## config.mk

```make
export PLATFORM = sky130hd
export DESIGN_NAME = hazard_scoreboard
export DESIGN_NICKNAME = d
export VERILOG_FILES = /design/src/rtl/hazard_scoreboard.sv
export SDC_FILE = /design/constraint.sdc
export NUM_CORES = 1
export LEC_CHECK = 0
export CORE_MARGIN = 2
export CORE_UTILIZATION = 44
export CTS_CLUSTER_SIZE = 25
export DETAILED_ROUTE_END_ITERATION = 10
export MAX_ROUTING_LAYER = met4
export PLACE_DENSITY = 0.75
export RECOVER_POWER = 25
export SLEW_MARGIN = 30
export SYNTH_ARGS = -nofsm -noshare
export SYNTH_HDL_FRONTEND = slang
export SYNTH_SLANG_ARGS = --single-unit
```

## constraint.sdc

```tcl
create_clock -name clk -period 3.9 [get_ports clk]
set_input_delay 1.17 -clock clk [delete_from_list [all_inputs] [get_ports clk]]
set_output_delay 1.17 -clock clk [all_outputs]
set_load 0.1 [all_outputs]
```

## src/rtl/hazard_scoreboard.sv

```systemverilog
// rtl/hazard_scoreboard.sv - in-flight destination chain producing stall, forwarding selects and stall count
// Entry 0 mirrors EXE, entry DEPTH-1 mirrors WB; entries shift every cycle.
module hazard_scoreboard #(
  parameter int DEPTH     = 3,
  parameter int REG_AW    = 4,
  parameter int WB_BYPASS = 1,
  parameter int CNT_W     = 16,
  parameter int SEL_W     = $clog2(DEPTH + 1)
) (
  input  logic              clk,
  input  logic              rst,
  input  logic              id_valid,
  input  logic [REG_AW-1:0] src1,
  input  logic              src1_used,
  input  logic [REG_AW-1:0] src2,
  input  logic              two_src,
  input  logic [REG_AW-1:0] id_dest,
  input  logic              id_wb_en,
  input  logic              id_mem_read,
  input  logic              flush,
  input  logic              forward_en,
  output logic              hazard,
  output logic [SEL_W-1:0]  fwd_sel_a,
  output logic [SEL_W-1:0]  fwd_sel_b,
  output logic [DEPTH-1:0]  pending_mask,
  output logic [CNT_W-1:0]  stall_count
);

  logic [DEPTH-1:0]             valid_q, valid_d;
  logic [DEPTH-1:0]             wb_q, wb_d;
  logic [DEPTH-1:0]             mr_q, mr_d;
  logic [DEPTH-1:0][REG_AW-1:0] dest_q, dest_d;
  logic [CNT_W-1:0]             cnt_q, cnt_d;

  logic [DEPTH-1:0] live;
  logic [DEPTH-1:0] match1;
  logic [DEPTH-1:0] match2;
  logic             act1;
  logic             act2;
  logic             hazard_raw;
  logic             load0;

  always_comb begin
    act1       = id_valid & src1_used;
    act2       = id_valid & two_src;
    live       = '0;
    match1     = '0;
    match2     = '0;
    fwd_sel_a  = '0;
    fwd_sel_b  = '0;
    for (int k = 0; k < DEPTH; k++) begin
      // With a write-before-read regfile the WB entry is already visible to ID.
      live[k]   = valid_q[k] & wb_q[k] & ~((WB_BYPASS != 0) && (k == DEPTH - 1));
      match1[k] = act1 & live[k] & (dest_q[k] == src1);
      match2[k] = act2 & live[k] & (dest_q[k] == src2);
    end
    if (forward_en) begin
      hazard_raw = (match1[0] | match2[0]) & mr_q[0];
    end else begin
      hazard_raw = |(match1 | match2);
    end
    hazard = hazard_raw & ~flush;
    if (forward_en) begin
      // Scan oldest to youngest so the youngest producer overwrites.
      for (int k = DEPTH - 1; k >= 0; k--) begin
        if (match1[k]) fwd_sel_a = SEL_W'(k + 1);
        if (match2[k]) fwd_sel_b = SEL_W'(k + 1);
      end
    end
    pending_mask = valid_q & wb_q;
    stall_count  = cnt_q;
  end

  always_comb begin
    load0     = id_valid & ~flush & ~hazard;
    valid_d   = '0;
    wb_d      = '0;
    mr_d      = '0;
    dest_d    = '0;
    valid_d[0] = load0;
    wb_d[0]    = load0 & id_wb_en;
    mr_d[0]    = load0 & id_mem_read;
    dest_d[0]  = load0 ? id_dest : '0;
    for (int k = 1; k < DEPTH; k++) begin
      valid_d[k] = valid_q[k-1];
      wb_d[k]    = wb_q[k-1];
      mr_d[k]    = mr_q[k-1];
      dest_d[k]  = dest_q[k-1];
    end
    cnt_d = cnt_q;
    if (hazard && (cnt_q != '1)) cnt_d = cnt_q + CNT_W'(1);
  end

  always_ff @(posedge clk or posedge rst) begin
    if (rst) begin
      valid_q <= '0;
      wb_q    <= '0;
      mr_q    <= '0;
      dest_q  <= '0;
      cnt_q   <= '0;
    end else begin
      valid_q <= valid_d;
      wb_q    <= wb_d;
      mr_q    <= mr_d;
      dest_q  <= dest_d;
      cnt_q   <= cnt_d;
    end
  end

endmodule

```

==> flow_metrics.env <==
export IMPL_grt_antenna_before_repair=0
export IMPL_synth_common_cells="31 x dfrtp_1, 18 x xor2_1, 12 x xnor2_1"
export IMPL_start_kind="input port"
export IMPL_slew_viol_final=32
export IMPL_worstSetupPathDepth=7
export IMPL_row_count=21
export IMPL_cts_sinks=31
export IMPL_vias_per_cell=5.30
export IMPL_cts_inserted_buffers=5
export IMPL_die_h_um=64.4
export IMPL_dp_hpwl_um=2770
export IMPL_syn_area_sq_um=1600
export IMPL_synth_net_count=169
export IMPL_worst_pin_slew_ns=1.62
export IMPL_worstReg2RegEnd="stall_count[1]"
export IMPL_hold_path_class="reg -> reg"
export IMPL_yosysSeqAreaShare_pct=48.4
export IMPL_synth_edf_count=0
export IMPL_r2r_start="dest_d[8]"
export IMPL_port_buffers=44
export IMPL_synth_top_area_share_pct=48.4
export IMPL_start_util_pct=46.9
export IMPL_worst_clock_skew_ns=0.00693
export IMPL_worst_hold_slack_ns=0.404
export IMPL_drcViolationCount=0
export IMPL_yosys_warnings=0
export IMPL_io_pins=45
export IMPL_ys_ff_latch=31
export IMPL_ant_nets=0
export IMPL_setup_slack_ns=0.0173
export IMPL_yosysMostFrequentCell="dfrtp_1"
export IMPL_timing_final_crit_period_ns=3.88
export IMPL_utilization_pct=66.8
export IMPL_max_stage_delay_ns=0.49
export IMPL_critPathKind="in -> out"
export IMPL_whs_endpoint="valid_q[2]"
export IMPL_synth_cell_types=32
export IMPL_rsz0062_at_grt="yes"
export IMPL_power_share_sequential_pct=56.0
export IMPL_critPathRequiredTime_ns=2.73
export IMPL_synth_area_per_cell_sq_um=10.9
export IMPL_failed_checks="max-capacitance violations, max-slew violations"
export IMPL_drive_above_1_share_pct=28.4
export IMPL_combPwrFrac_pct=12.5
export IMPL_fin_area_sq_um=2280
export IMPL_diodes=0
export IMPL_cts_tree="built"
export IMPL_ir_worst_vdd_mv=0.167
export IMPL_end_kind="output pin"
export IMPL_switching_power_uw=149
export IMPL_clk_pin_slew_ns=0.09
export IMPL_ys_flop_type="dfrtp_1"
export IMPL_yosys_area_top_type="dfrtp_1"
export IMPL_fmax_ghz=0.258
export IMPL_status="finished, violations left"
export IMPL_grt_max_degree=32
export IMPL_slew_headroom_pct=-8.27
export IMPL_pwr_share_clk_pct=31.5
export IMPL_crit_chain="clkdlybuf4s50_1 -> buf_4 -> nand4_1 -> o32ai_4 -> nor2_4 -> nor2_4 -> buf_12"
export IMPL_placed_area_sq_um=2170
export IMPL_fin_crit_sh_pct=99.6
export IMPL_swShare_pct=25.0
export IMPL_clock_latency_ns=0.33
export IMPL_track_usage_pct=19.6
export IMPL_grt_pass1_vias=1323
export IMPL_htreeDepth=2
export IMPL_gp_congestion=0.875
export IMPL_syn2layout_area_growth_pct=42.4
export IMPL_synth_area_top_cells="dfrtp_1 48%, xor2_1 9.8%, xnor2_1 6.6%"
export IMPL_hp_start="valid_q[1]"
export IMPL_p_int_uw=447
export IMPL_wl_per_cell_um=14.8
export IMPL_die_area_sq_um=4140
export IMPL_drt_iter0_markers=69
export IMPL_dr_pass1_iters=4
export IMPL_r2r_slack_ns=1.65
export IMPL_drv_cap=1
export IMPL_crit_slowest_cell="clkdlybuf4s50_1"
export IMPL_die_w_um=64.4
export IMPL_finalHoldViolations=0
export IMPL_syn_inst=147
export IMPL_grt_ovfl_total=0
export IMPL_cp_arrival_ns=2.71
export IMPL_wirelength_um=3700
export IMPL_ctsHoldBuffers=0
export IMPL_vias=1325
export IMPL_cp_top_family="buffers and inverters"
export IMPL_hold_path_depth=0
export IMPL_synth_async_reset_ratio_pct=100
export IMPL_setup_viol=0
export IMPL_pre_cts_slack_ns=-0.0474
export IMPL_path_common_cell="nor2_4"
export IMPL_r2r_cells=7
export IMPL_p_per_area_nw_per_um2=261
export IMPL_clockBufferDepth=2
export IMPL_grt_first_pass_wirelength_um=6020
export IMPL_clockRootBuffer="clkbuf_4"
export IMPL_path_buf_inv=3
export IMPL_design_final_nets=226
export IMPL_critPathMaxFanout=4
export IMPL_p_leak_nw=1.07
export IMPL_core_sq_um=3420
-- repair_timing --
item	CTS	global route
buffers inserted	0	1
gates resized for setup	2	9
endpoints found under the setup margin	1	3
pin swaps	0	7
-- logic make-up after synthesis --
kind of cell               after synthesis  share of synthesized area, %
and+or+nand+nor                         75                          29.6
buffers and inverters                    6                          1.87
muxes                                    2                          1.33
xor gates and xnor gates                30                          16.4
adders and majority gates                1                         0.781
AOI/OAI and AO/OA                        2                          1.64
DFF                                     31                          48.4
-- power groups by stage --
stage          registers [mW]  logic, mW  clock network, mW
6_report                0.334     0.0747              0.188
5_1_grt                 0.335     0.0808              0.215
4_1_cts                 0.334     0.0746              0.195
3_5_place_dp            0.340     0.0729                  0
3_3_place_gp            0.340     0.0712                  0
2_1_floorplan           0.342     0.0326                  0
-- placed cells by master (no fill, tap or decap), types with 2 or more instances in the layout --
cell type,netlist,routed
nor4_2,4,4
or3_1,2,2
buf_12,0,5
nor4b_1,3,2
nor4b_2,2,3
clkbuf_4,0,5
xnor2_1,12,12
nand3_1,7,6
and3_1,2,2
clkdlybuf4s50_1,0,16
nor4_1,3,2
nor3_1,7,5
nor3_2,0,2
xor2_1,18,18
nor2_4,0,2
buf_4,0,27
nand4_1,5,5
nand4b_1,2,2
and2_1,10,10
nand2b_1,2,2
dlymetal6s2s_1,0,3
dfrtp_1,31,31
nor2_1,11,10
inv_1,3,3
nand2_1,7,7
-- registers in the layout (all words and copies together), names as in the netlist --
signal and cells:
dest_d 8, wb_q 3, stall_count 16, valid_q 3, mr_q 1
-- final cells by class --
cell class / count / area, sq um
fill: 277 / 1130
timing repair buffer: 53 / 514
multi-input combinational: 110 / 867
inverter: 3 / 11.3
sequential: 31 / 776
clock buffer: 6 / 51.3
clock inverter: 1 / 5.00
tap: 46 / 57.6
-- worst max-delay path by stage --
stage	from	endpoint
4_1_cts	id_valid	hazard
2_1_floorplan	src1[0]	fwd_sel_a[1]
3_5_place_dp	src1[1]	hazard
5_1_grt	src2[2]	hazard
3_3_place_gp	src2[2]	hazard
6_report	id_valid	hazard
-- routing by layer --
layer	vias up	routed length, um	track usage (%)
li1	628	-	-
met1	649	1590	23.6
met2	44	1870	30.9
met3	4	196	5.81
met4	0	36	8.24
met5	-	0	-
-- metrics by stage --
stage	TNS [ns]	total power, mW	cells
after detailed placement	-0.0474	0.413	242
after floorplan	-0.944	0.374	147
after CTS	-0.0236	0.603	249
after global placement	0	0.411	242
after global routing	-0.0384	0.630	250
final	0	0.596	250
Power figures use the tool's default switching activity.
